**src/rtl/riscv_pkg.sv**
```systemverilog
// Shared widths, ALU/forwarding/branch codes and the ID/EX payload for the RV32I core.
package riscv_pkg;

    localparam int unsigned XLEN   = 32;
    localparam int unsigned REG_AW = 5;
    localparam int unsigned ALU_W  = 4;
    localparam int unsigned FWD_W  = 2;
    localparam int unsigned F3_W   = 3;
    localparam int unsigned RSRC_W = 2;

    localparam logic [ALU_W-1:0] ALU_ADD  = 4'b0000;
    localparam logic [ALU_W-1:0] ALU_SUB  = 4'b0001;
    localparam logic [ALU_W-1:0] ALU_XOR  = 4'b0010;
    localparam logic [ALU_W-1:0] ALU_AND  = 4'b0011;
    localparam logic [ALU_W-1:0] ALU_OR   = 4'b0100;
    localparam logic [ALU_W-1:0] ALU_SLL  = 4'b0101;
    localparam logic [ALU_W-1:0] ALU_SRL  = 4'b0110;
    localparam logic [ALU_W-1:0] ALU_SRA  = 4'b0111;
    localparam logic [ALU_W-1:0] ALU_SLT  = 4'b1000;
    localparam logic [ALU_W-1:0] ALU_SLTU = 4'b1001;

    localparam logic [FWD_W-1:0] FWD_REG = 2'b00;
    localparam logic [FWD_W-1:0] FWD_WB  = 2'b01;
    localparam logic [FWD_W-1:0] FWD_MEM = 2'b10;

    localparam logic [F3_W-1:0] BR_EQ  = 3'b000;
    localparam logic [F3_W-1:0] BR_NE  = 3'b001;
    localparam logic [F3_W-1:0] BR_LT  = 3'b100;
    localparam logic [F3_W-1:0] BR_GE  = 3'b101;
    localparam logic [F3_W-1:0] BR_LTU = 3'b110;
    localparam logic [F3_W-1:0] BR_GEU = 3'b111;

    // ID/EX pipeline register contents; all-zero is the bubble.
    typedef struct packed {
        logic              reg_write;
        logic [RSRC_W-1:0] result_src;
        logic              mem_write;
        logic              jump;
        logic              branch;
        logic              alu_src;
        logic [ALU_W-1:0]  alu_control;
        logic [F3_W-1:0]   funct3;
        logic [XLEN-1:0]   rd1;
        logic [XLEN-1:0]   rd2;
        logic [XLEN-1:0]   imm;
        logic [XLEN-1:0]   pc;
        logic [XLEN-1:0]   pc_plus4;
        logic [REG_AW-1:0] rs1;
        logic [REG_AW-1:0] rs2;
        logic [REG_AW-1:0] rd;
    } idex_t;

endpackage

```
**src/rtl/alu_core.sv**
```systemverilog
// Combinational RV32I ALU; unused op codes produce zero.
module alu_core
    import riscv_pkg::*;
(
    input  logic [XLEN-1:0]  src_a,
    input  logic [XLEN-1:0]  src_b,
    input  logic [ALU_W-1:0] alu_control,
    output logic [XLEN-1:0]  alu_result
);

    logic [4:0] shamt;

    assign shamt = src_b[4:0];

    // Operation select; shifts only look at the low five bits of src_b.
    always_comb begin
        alu_result = '0;
        case (alu_control)
            ALU_ADD:  alu_result = src_a + src_b;
            ALU_SUB:  alu_result = src_a - src_b;
            ALU_XOR:  alu_result = src_a ^ src_b;
            ALU_AND:  alu_result = src_a & src_b;
            ALU_OR:   alu_result = src_a | src_b;
            ALU_SLL:  alu_result = src_a << shamt;
            ALU_SRL:  alu_result = src_a >> shamt;
            ALU_SRA:  alu_result = XLEN'($signed(src_a) >>> shamt);
            ALU_SLT:  alu_result = XLEN'($signed(src_a) < $signed(src_b));
            ALU_SLTU: alu_result = XLEN'(src_a < src_b);
            default:  alu_result = '0;
        endcase
    end

endmodule

```
**src/rtl/execute_stage.sv**
```systemverilog
// ID/EX register plus execute datapath: forwarding, ALU, branch decision and target.
module execute_stage
    import riscv_pkg::*;
(
    input  logic              clk,
    input  logic              rst,
    input  logic              StallE,
    input  logic              FlushE,
    input  logic              RegWriteD,
    input  logic [1:0]        ResultSrcD,
    input  logic              MemWriteD,
    input  logic              JumpD,
    input  logic              BranchD,
    input  logic              ALUSrcD,
    input  logic [3:0]        ALUControlD,
    input  logic [2:0]        funct3D,
    input  logic [XLEN-1:0]   RD1D,
    input  logic [XLEN-1:0]   RD2D,
    input  logic [XLEN-1:0]   ImmExtD,
    input  logic [XLEN-1:0]   PCD,
    input  logic [XLEN-1:0]   PCPlus4D,
    input  logic [REG_AW-1:0] Rs1D,
    input  logic [REG_AW-1:0] Rs2D,
    input  logic [REG_AW-1:0] RdD,
    input  logic [1:0]        ForwardAE,
    input  logic [1:0]        ForwardBE,
    input  logic [XLEN-1:0]   ResultW,
    input  logic [XLEN-1:0]   ALUResultM,
    output logic [XLEN-1:0]   ALUResultE,
    output logic [XLEN-1:0]   WriteDataE,
    output logic [XLEN-1:0]   PCTargetE,
    output logic              PCSrcE,
    output logic              RegWriteE,
    output logic [1:0]        ResultSrcE,
    output logic              MemWriteE,
    output logic [REG_AW-1:0] RdE,
    output logic [REG_AW-1:0] Rs1E,
    output logic [REG_AW-1:0] Rs2E,
    output logic [XLEN-1:0]   PCPlus4E
);

    idex_t           idex_d;
    idex_t           idex_q;
    logic [XLEN-1:0] src_a;
    logic [XLEN-1:0] src_b;
    logic            taken;

    // Gather decode-stage signals into the pipeline payload.
    always_comb begin
        idex_d             = '0;
        idex_d.reg_write   = RegWriteD;
        idex_d.result_src  = ResultSrcD;
        idex_d.mem_write   = MemWriteD;
        idex_d.jump        = JumpD;
        idex_d.branch      = BranchD;
        idex_d.alu_src     = ALUSrcD;
        idex_d.alu_control = ALUControlD;
        idex_d.funct3      = funct3D;
        idex_d.rd1         = RD1D;
        idex_d.rd2         = RD2D;
        idex_d.imm         = ImmExtD;
        idex_d.pc          = PCD;
        idex_d.pc_plus4    = PCPlus4D;
        idex_d.rs1         = Rs1D;
        idex_d.rs2         = Rs2D;
        idex_d.rd          = RdD;
    end

    // ID/EX register: reset and flush insert a bubble, flush beats stall.
    always_ff @(posedge clk) begin
        if (rst) begin
            idex_q <= '0;
        end else if (FlushE) begin
            idex_q <= '0;
        end else if (!StallE) begin
            idex_q <= idex_d;
        end
    end

    // Forwarding muxes; code 11 falls back to the register value.
    always_comb begin
        src_a      = idex_q.rd1;
        WriteDataE = idex_q.rd2;
        case (ForwardAE)
            FWD_WB:  src_a = ResultW;
            FWD_MEM: src_a = ALUResultM;
            default: src_a = idex_q.rd1;
        endcase
        case (ForwardBE)
            FWD_WB:  WriteDataE = ResultW;
            FWD_MEM: WriteDataE = ALUResultM;
            default: WriteDataE = idex_q.rd2;
        endcase
    end

    assign src_b = idex_q.alu_src ? idex_q.imm : WriteDataE;

    alu_core u_alu (
        .src_a       (src_a),
        .src_b       (src_b),
        .alu_control (idex_q.alu_control),
        .alu_result  (ALUResultE)
    );

    // Branch condition compares SrcA against the forwarded rs2 value, never the immediate.
    always_comb begin
        taken = 1'b0;
        case (idex_q.funct3)
            BR_EQ:   taken = (src_a == WriteDataE);
            BR_NE:   taken = (src_a != WriteDataE);
            BR_LT:   taken = ($signed(src_a) <  $signed(WriteDataE));
            BR_GE:   taken = ($signed(src_a) >= $signed(WriteDataE));
            BR_LTU:  taken = (src_a <  WriteDataE);
            BR_GEU:  taken = (src_a >= WriteDataE);
            default: taken = 1'b0;
        endcase
    end

    assign PCSrcE     = idex_q.jump | (idex_q.branch & taken);
    assign PCTargetE  = idex_q.pc + idex_q.imm;
    assign RegWriteE  = idex_q.reg_write;
    assign ResultSrcE = idex_q.result_src;
    assign MemWriteE  = idex_q.mem_write;
    assign RdE        = idex_q.rd;
    assign Rs1E       = idex_q.rs1;
    assign Rs2E       = idex_q.rs2;
    assign PCPlus4E   = idex_q.pc_plus4;

endmodule

```
**config.mk**
```make
export PLATFORM = sky130hd
export DESIGN_NAME = execute_stage
export DESIGN_NICKNAME = d
export VERILOG_FILES = /design/src/rtl/riscv_pkg.sv /design/src/rtl/alu_core.sv /design/src/rtl/execute_stage.sv
export SDC_FILE = /design/constraint.sdc
export NUM_CORES = 1
export LEC_CHECK = 0
export CAP_MARGIN = 0
export CORE_ASPECT_RATIO = 1.5
export CORE_MARGIN = 2
export CORE_UTILIZATION = 50
export CTS_CLUSTER_DIAMETER = 30
export DETAILED_ROUTE_END_ITERATION = 12
export PLACE_DENSITY = 0.78
export SYNTH_ARGS = -nofsm -noshare
export SYNTH_HDL_FRONTEND = slang
export SYNTH_HIERARCHICAL = 1
export SYNTH_SLANG_ARGS = --single-unit
```
**constraint.sdc**
```tcl
create_clock -name clk -period 7.4 [get_ports clk]
set_input_delay 0.74 -clock clk [delete_from_list [all_inputs] [get_ports clk]]
set_output_delay 0.74 -clock clk [all_outputs]
set_load 0.01 [all_outputs]
```
---- Word level (Yosys, flattened, before mapping) ----
Index checks and enable logic that the tools add are counted.
operators by class
  add/subtract/negate cells ............... 3
  multipliers ............................. 0
  divide/modulo/power cells ............... 0
  order comparisons ....................... 6
  eq/ne operators ......................... 20
  shifts and indexed selects .............. 3
  multiplexer cells ....................... 5
  bitwise logic cells ..................... 5
  reduce and logical (&&, ||, !) cells .... 3
operators with widths
  operator            number
  $pmux 32 s10        1
  $lt 32x32->1        4
  $pmux 32 s2         2
  $add 32x32->32      2
  $ge 32x32->1        2
  $and 32x32->32      1
  $eq 32x32->1        1
  $mux 32             1
  $ne 32x32->1        1
  $or 32x32->32       1
  $shl 32x5->32       1
  $shr 32x5->32       1
  $sshr 32x5->32      1
  $sub 32x32->32      1
  $xor 32x32->32      1
  $eq 4x3->1 const B  4
  $eq 3x3->1 const B  4
  $eq 4x2->1 const B  2
  $eq 4x4->1 const B  2
  $pmux 1 s6          1
  $eq 2x1->1 const B  2
  $eq 2x2->1 const B  2
  $eq 4x1->1 const B  1
  $logic_not 4->1     1
  5 further kinds     5
word-level totals
  register bits after elaboration ......... 189
  bits in latches ......................... 0
  bits in writable memories ............... 0
  memory bits (read-only) ................. 0
  bits of input ports ..................... 261
  output and inout bits ................... 148
  logic and storage cells ................. 61
  memories ................................ 0

---- Depth between registers and ports, before layout ----
Gate-level depths: netlist (run 1).
  word-level depth ........................ 6
  depth in mapped cells ................... 23
  gate-level depth less buffers ........... 17

---- Hierarchy ----
The synthesis (run 1) kept the hierarchy.
modules (own cells, without submodules)
  module         instances  cells an instance  area each (um^2)  seq. area each (um^2)
  execute_stage  1          1309               10980.5           3783.6
  alu_core       1          1266               8688.3            0.0

---- Worst setup path after synthesis (run 1) ----
OpenSTA, ideal clock, no wires.
  kind .................................... in2out
  from .................................... input ForwardBE[0]
  to ...................................... output ALUResultE[26]
  data arrival time ....................... 5327 ps
  required time ........................... 6660 ps
  slack ................................... 1333 ps
  stages .................................. 23
  path buffers ............................ 7
  cell sequence ........................... inv_1 > ha_1 > clkbuf_1 > buf_1 > nor2_1 > a21oi_1 > o21ai_0 > buf_2 > inv_1 > buf_2 > buf_4 > clkbuf_1 > ha_1 > buf_4 > o21ba_2 > o2111a_1 > o41ai_2 > nor3_1 > o221a_4 > o31a_1 > o41ai_2 > o21ai_1 > o22ai_1
on the way
  cells in the longest elaborated chain, start to end .. 5
  elaborated cells on any way between the ends .. 13
  those cells by class .................... add/sub (2); eq/ne (2); shift (3); mux (3); bitwise (3)
ends and longest elaborated chain
  element                                       RTL line             text
  start, declared                               execute_stage.sv:26  input logic [1:0] ForwardBE,
  $eq 2x2->1 or $eq 2x1->1 (tied branches)      execute_stage.sv:89  case (ForwardBE)
  $pmux 32 s2 *                                 execute_stage.sv:89
  $mux 32 *                                     execute_stage.sv:96  assign src_b = idex_q.alu_src ? idex_q.imm : WriteDataE;
  net src_b[2]                                  execute_stage.sv:45  logic [XLEN-1:0] src_b;
  $sub 32x32->32, or another cell as far along  alu_core.sv:20       ALU_SUB: alu_result = src_a - src_b;
  $pmux 32 s10 *                                alu_core.sv:18       case (alu_control)
  end, declared                                 execute_stage.sv:29  output logic [XLEN-1:0] ALUResultE,
The timed path passes the listed nets; every way through them passes the cells marked *.

---- Final worst setup path (run 1) ----
  from .................................... input ForwardBE[0]
  to ...................................... output ALUResultE[0]
on the way
  cells in the longest elaborated chain, start to end .. 5
  elaborated cells on any way between the ends .. 15
  those cells by class .................... add/sub (2); order compare (2); eq/ne (2); shift (3); mux (3); bitwise (3)
ends and longest elaborated chain
  element                                   RTL line
  $eq 2x2->1 or $eq 2x1->1 (tied branches)  execute_stage.sv:89
  $pmux 32 s2 *                             execute_stage.sv:89
  $mux 32 *                                 execute_stage.sv:96
  net src_b[15]                             execute_stage.sv:45
  $lt 32x32->1 (on tied branches)           alu_core.sv:28, alu_core.sv:27
  $pmux 32 s10 *                            alu_core.sv:18
Marks and branches as above.

==> impl_metrics.json, run 1 <==
{
  "min_from": "idex_q[113]$_SDFFE_PP0N_",
  "skew_ns": 0,
  "design.core.area_um2": 39100,
  "syn_nets": 3004,
  "die_area_um2": 41000,
  "synth_seq_cells": 189,
  "area_growth_pct": 25.0,
  "whs_ns": 0.503,
  "cp-start-kind": "input pin",
  "powerDensity_nw_per_um2": 155,
  "status": "complete, no violations",
  "clock-sinks": 189,
  "vias_per_cell": 6.55,
  "maxSlewHeadroom_pct": 13.1,
  "final_common_cell": "clkdlybuf4s50_1",
  "wire_per_inst_um": 26.5,
  "comb_power_share_pct": 46.3,
  "die_w_um": 166,
  "grt_usage_pct": 41.6,
  "root_buffer": "clkbuf_16",
  "place_ws_ns": -0.0655,
  "slew_violations": 0,
  "postSynthAreaPerCell_um2": 7.64,
  "rr_endpoint": "idex_q[182]$_SDFFE_PP0N_",
  "dp_hpwl_um": 70400,
  "p_sw_mw": 1.55,
  "synth_edf_count": 0,
  "crit_type": "input pin to primary output",
  "max_freq_mhz": 139,
  "drv_cap": 0,
  "syn_inst": 2575,
  "grt_pass1_vias": 21200,
  "clock_latency_ns": 0.45,
  "synth_flop_cell": "dfxtp_1",
  "critPathMaxFanout": 22,
  "drtAntennaViolNets": 0,
  "cts_tree": "built",
  "tns_ns": 0,
  "holdPathEnd": "idex_q[113]$_SDFFE_PP0N_",
  "fp.dieH_um": 247,
  "grt_overflow": 0,
  "swShare_pct": 40.8,
  "clkTransAtPathRegs_ns": 0.07,
  "nets": 3288,
  "drcViolationCount": 0,
  "drive_gt1_share_pct": 7.66,
  "worstHoldPathCells": 2,
  "h-tree-depth": 4,
  "rsz0062_at_grt": "no",
  "dr.pass1.iters": 6,
  "crit-reg2reg-launch": "idex_q[182]$_SDFFE_PP0N_",
  "fin_crit_ns": 7.22,
  "setup_ws_ns": 0.184,
  "io_buffer_count": 408,
  "ff2ff_path_depth": 3,
  "final_util_pct": 62.9,
  "start_util_pct": 50.3,
  "drt_wl_total_um": 89400,
  "num_io_pins": 409,
  "antenna_found_initial": 5,
  "worstMarginPinSlew_ns": 1.29,
  "worstSetupStartpoint": "ForwardBE[0]",
  "async_flop_share_pct": 0,
  "grt_pass1_wl_um": 130000,
  "vias": 22100,
  "mostFrequentLayoutCells": "clkdlybuf4s50_1, nor2_1, mux2i_1",
  "numCtsBuffers": 17,
  "internal_power_mw": 2.25,
  "finalSetupViolCount": 0,
  "critPathRequiredTime_ns": 6.66,
  "final_cells": 3377,
  "p_clk_share_pct": 25.3,
  "hold_viol_final": 0,
  "p_leak_nw": 10.3,
  "cts_hold_buf": 0,
  "crit_path_end_kind": "primary output",
  "clockBufferDepth": 2,
  "vdd_drop_max_mv": 0.139,
  "grt_max_degree": 121,
  "drtIter0Drc": 2422,
  "critPathArrivalTime_ns": 6.48,
  "dp.cells": 3340,
  "ys.warnings.count": 6,
  "pwr-share-seq_pct": 28.4,
  "fin_crit_sh_pct": 97.5,
  "syn-cell-area_um2": 19700,
  "place_congestion": 1.04,
  "ys_types": 91,
  "r2r_setup_slack_ns": 5.76,
  "num_rows": 89,
  "ys_seq_area_share_pct": 19.2,
  "hp-class": "flop to flop"
}
## worst max-delay path by stage
stage / cells after the start / slack [ns] / end
2_1_floorplan: 23 / 1.33 / ALUResultE[26]
3_3_place_gp: 19 / 0.03 / ALUResultE[27]
3_5_place_dp: 18 / -0.07 / ALUResultE[27]
4_1_cts: 18 / 0.25 / ALUResultE[27]
5_1_grt: 18 / 0.01 / ALUResultE[27]
6_report: 19 / 0.18 / ALUResultE[0]
## sequential cells by signal, summed over array words and instances (netlist names)
name        count
idex_q        138
PCPlus4E       32
RdE             5
Rs1E            5
Rs2E            5
ResultSrcE      2
MemWriteE       1
RegWriteE       1
## power groups by stage
stage                     logic (mW)  registers [mW]  clock network [mW]
after floorplan                 1.01            1.09                   0
after global placement          1.68            1.10                   0
after detailed placement        1.70            1.10                   0
after CTS                       1.71            1.08               0.965
after global routing            1.86            1.08               0.999
final                           1.76            1.08               0.963
## critical path: stages
cell and delay, ns:
clkdlybuf4s50_1 0.54, inv_1 0.07, ha_2 0.55, buf_4 0.32, a21oi_1 0.17, o21ai_0 0.47, inv_1 0.14, ha_1 0.56
inv_1 0.16, a21oi_1 0.20, o31ai_1 0.13, nor3_1 0.59, o221a_4 0.34, o221ai_1 0.20, o221ai_1 0.32, o21ai_0 0.12
buf_4 0.17, nand3_1 0.09, clkdlybuf4s50_1 0.56
## repair_timing
action,4_1_cts,5_1_grt
gates resized for setup,1,1
setup endpoints to repair,2,2
pin swaps,0,0
buffers inserted,0,0
## through the flow
step / total power [mW] / instance area [µm²]
after floorplan: 2.09 / 19700
after global placement: 2.78 / 24000
after detailed placement: 2.80 / 24000
after CTS: 3.75 / 24600
after global routing: 3.94 / 24600
final: 3.80 / 24600
## layer usage
layer | vias up | GRT usage [%] | part of all wire, %
li1 | 9819 | - | -
met1 | 10500 | 46.2 | 35
met2 | 1467 | 72.6 | 48
met3 | 341 | 7.55 | 8.6
met4 | 0 | 28.2 | 7.9
met5 | - | 0 | 0
## cells in the mapped netlist (all sizes together), types with 9 or more instances
cell type  count  area share [%]
dfxtp        189              19
nor3          31            0.84
a21boi        10            0.38
nor4           9            0.29
o211ai        29             1.1
a31oi         19            0.60
xnor2         22            0.98
o22ai         16            0.51
nand4         11            0.35
a211oi        35             1.4
mux2i        232              12
nor2         374             7.1
o221ai        15            0.67
buf          114             3.7
o2111ai       14            0.62
and2          12            0.39
or3           10            0.32
or2           11            0.35
and3          10            0.32
a221oi        19            0.88
o31ai         14            0.56
a21o          37             1.4
a211o          9            0.40
mux2          18             1.0
clkbuf       113             2.2
a22oi         83             3.2
a21oi        175             4.5
o21bai        13            0.50
nand3         25            0.64
o21a          19            0.73
o21ai        178             4.5
nor2b         16            0.51
inv          147             2.8
a221o         10            0.51
nand2b        15            0.48
nand2        218             4.2
mux4          42             4.8
ha           165              10
## cells by family (layout without fill, tap and decap cells)
| logic type | Yosys count | in the layout | share of synthesized area [%] |
|---|---|---|---|
| simple gates | 772 | 772 | 17.1 |
| compound gates | 749 | 749 | 25.2 |
| buf+inv | 374 | 671 | 8.62 |
| mux | 292 | 292 | 17.6 |
| flops | 189 | 189 | 19.2 |
| fa+ha+maj | 169 | 169 | 10.9 |
| xor+xnor | 30 | 30 | 1.34 |
| other cells | 0 | 5 | 0 |
## layout make-up
| cell class | instances | area (µm²) |
|---|---|---|
| timing repair buffer | 492 | 4740 |
| fill | 3363 | 14500 |
| inverter | 147 | 552 |
| clock inverter | 14 | 145 |
| sequential | 189 | 3780 |
| tap | 500 | 626 |
| antenna | 5 | 12.5 |
| multi-input combinational | 2012 | 14300 |
| clock buffer | 18 | 439 |
Note: power is estimated with default switching activity, not from simulation.
==> run 2: changes to the inputs <==
--- a/config.mk
+++ b/config.mk
@@ -8,10 +8,10 @@
 export CAP_MARGIN = 0
 export CORE_ASPECT_RATIO = 1.5
 export CORE_MARGIN = 2
-export CORE_UTILIZATION = 50
+export CORE_UTILIZATION = 30
 export CTS_CLUSTER_DIAMETER = 30
 export DETAILED_ROUTE_END_ITERATION = 12
-export PLACE_DENSITY = 0.78
+export PLACE_DENSITY = 0.62
 export SYNTH_ARGS = -nofsm -noshare
 export SYNTH_HDL_FRONTEND = slang
 export SYNTH_HIERARCHICAL = 1
==> run 2 against run 1 <==
Effect of this change:
- flip-flop and latch count unchanged
- wire length grew 0.97%
- clock skew did not move
- largest cell class unchanged
- largest power group unchanged
- highest routed layer is now met5
==> impl_metrics.json, run 2 (synthesis gave the netlist of run 1 again) <==
{
  "status": "complete, no violations",
  "whs_ns": 0.497,
  "critPathRequiredTime_ns": 6.66,
  "vias_per_cell": 5.55,
  "pwr-share-seq_pct": 28.2,
  "crit_path_end_kind": "primary output",
  "maxSlewHeadroom_pct": 34.6,
  "top_register": "idex_q",
  "ctsResizeCount": 0,
  "fp.dieH_um": 318,
  "grt_max_degree": 152,
  "place_congestion": 0.985,
  "internal_power_mw": 2.32,
  "skew_ns": 0,
  "clock_latency_ns": 0.45,
  "grt_pass1_wl_um": 132000,
  "finalSetupViolCount": 0,
  "drt_wl_total_um": 90300,
  "p_leak_nw": 10.4,
  "dp_hpwl_um": 73100,
  "cts_tree": "built",
  "die_area_um2": 67700,
  "design.core.area_um2": 65200,
  "cp-start-kind": "input pin",
  "h-tree-depth": 4,
  "num_io_pins": 409,
  "comb_power_share_pct": 46.1,
  "wire_per_inst_um": 24.0,
  "tns_ns": 0,
  "drive_gt1_share_pct": 8.18,
  "dr.pass1.iters": 7,
  "drtAntennaViolNets": 0,
  "root_buffer": "clkbuf_16",
  "num_rows": 115,
  "drcViolationCount": 0,
  "critPathArrivalTime_ns": 6.20,
  "hp-class": "flop to flop",
  "p_sw_mw": 1.51,
  "final_common_cell": "clkdlybuf4s50_1",
  "swShare_pct": 39.4,
  "drtIter0Drc": 1658,
  "largest_register_ff_count": 138,
  "start_util_pct": 30.2,
  "cts_hold_buf": 0,
  "drv_cap": 0,
  "clock-sinks": 189,
  "dp.cells": 3729,
  "fin_crit_ns": 6.94,
  "nets": 3300,
  "worstMarginPinSlew_ns": 0.971,
  "grt_usage_pct": 26.0,
  "clkTransAtPathRegs_ns": 0.07,
  "cts_setup_buffers": 0,
  "io_buffer_count": 408,
  "crit_type": "input pin to primary output",
  "area_growth_pct": 28.0,
  "rsz0062_at_grt": "no",
  "grt_overflow": 0,
  "vias": 20900,
  "hold_viol_final": 0,
  "fin_crit_sh_pct": 93.8,
  "numCtsBuffers": 17,
  "die_w_um": 213,
  "clockBufferDepth": 2,
  "final_cells": 3763,
  "vdd_drop_max_mv": 0.153,
  "fin_area_um2": 25200,
  "dpl_cell_area_um2": 24600,
  "powerDensity_nw_per_um2": 152,
  "antenna_found_initial": 4,
  "grt_pass1_vias": 20600,
  "critPathMaxFanout": 12,
  "max_freq_mhz": 144,
  "p_clk_share_pct": 25.7,
  "mostFrequentLayoutCells": "clkdlybuf4s50_1, nor2_1, mux2i_1",
  "slew_violations": 0
}
run 2: cell types whose count changed in the layout (fill, tap and decap cells not counted), sizes merged:
cell	previous run	this run
clkinv	4	5
buf	85	103
clkbuf	18	19
clkinvlp	2	1
bufinv	0	2
inv	155	152
diode	5	2
clkdlybuf4s50	407	401
run 2: metrics by stage:
step | total power [mW] | util [%] | setup WS [ns]
final | 3.83 | 38.6 | 0.458
after global routing | 4.01 | 38.6 | 0.118
after CTS | 3.83 | 38.6 | 0.447
after detailed placement | 2.84 | 37.7 | 0.484
after global placement | 2.84 | 37.7 | 0.496
after floorplan | 2.09 | - | 1.33
run 2: worst paths after layout:
check                             end                startpoint  cells past startpoint  slack (ns)
min          PCPlus4E[6]$_SDFFE_PP0N_  PCPlus4E[6]$_SDFFE_PP0N_                      2        0.50
max                    ALUResultE[24]              ForwardBE[1]                     21        0.46
max reg2reg  idex_q[182]$_SDFFE_PP0N_  idex_q[182]$_SDFFE_PP0N_                      3        6.08
min reg2reg  PCPlus4E[6]$_SDFFE_PP0N_  PCPlus4E[6]$_SDFFE_PP0N_                      2        0.50
run 2: power groups by stage:
| stage | clock [mW] | combinational, mW | sequential, mW |
|---|---|---|---|
| finish | 0.983 | 1.76 | 1.08 |
| global placement | 0 | 1.74 | 1.10 |
| floorplan | 0 | 1.01 | 1.09 |
| global route | 1.04 | 1.88 | 1.08 |
| CTS | 1.01 | 1.74 | 1.08 |
| detailed placement | 0 | 1.73 | 1.10 |
run 2: worst max-delay path: stages:
cell and delay [ns]:
clkdlybuf4s50_1 0.49, inv_1 0.09, ha_1 0.42, buf_4 0.27, a22oi_1 0.09, nor2_1 0.11
a21oi_1 0.07, o21ai_0 0.50, inv_1 0.14, ha_1 0.34, buf_4 0.15, nand2b_1 0.12
a221oi_1 0.10, o31a_1 0.30, or2_2 0.33, o21ai_0 0.39, o21ai_0 0.29, o2111ai_1 0.30
a22oi_1 0.10, o21ai_1 0.26, clkdlybuf4s50_1 0.60
run 2: per-layer routing:
layer / GRT usage (%) / share of wire (%) / vias up
li1: - / - / 9832
met1: 28.9 / 38 / 9931
met2: 44.6 / 49 / 908
met3: 5.02 / 6.4 / 219
met4: 17.5 / 7.2 / 4
met5: 0 / 0.029 / -
run 2: cell type report:
| class | count | area (µm²) |
|---|---|---|
| Multi-Input combinational cell | 2012 | 14300 |
| Clock buffer | 19 | 453 |
| Clock inverter | 13 | 155 |
| Tap cell | 877 | 1100 |
| Antenna cell | 2 | 5.00 |
| Timing Repair Buffer | 504 | 4860 |
| Inverter | 147 | 552 |
| Fill cell | 6812 | 40000 |
| Sequential cell | 189 | 3780 |
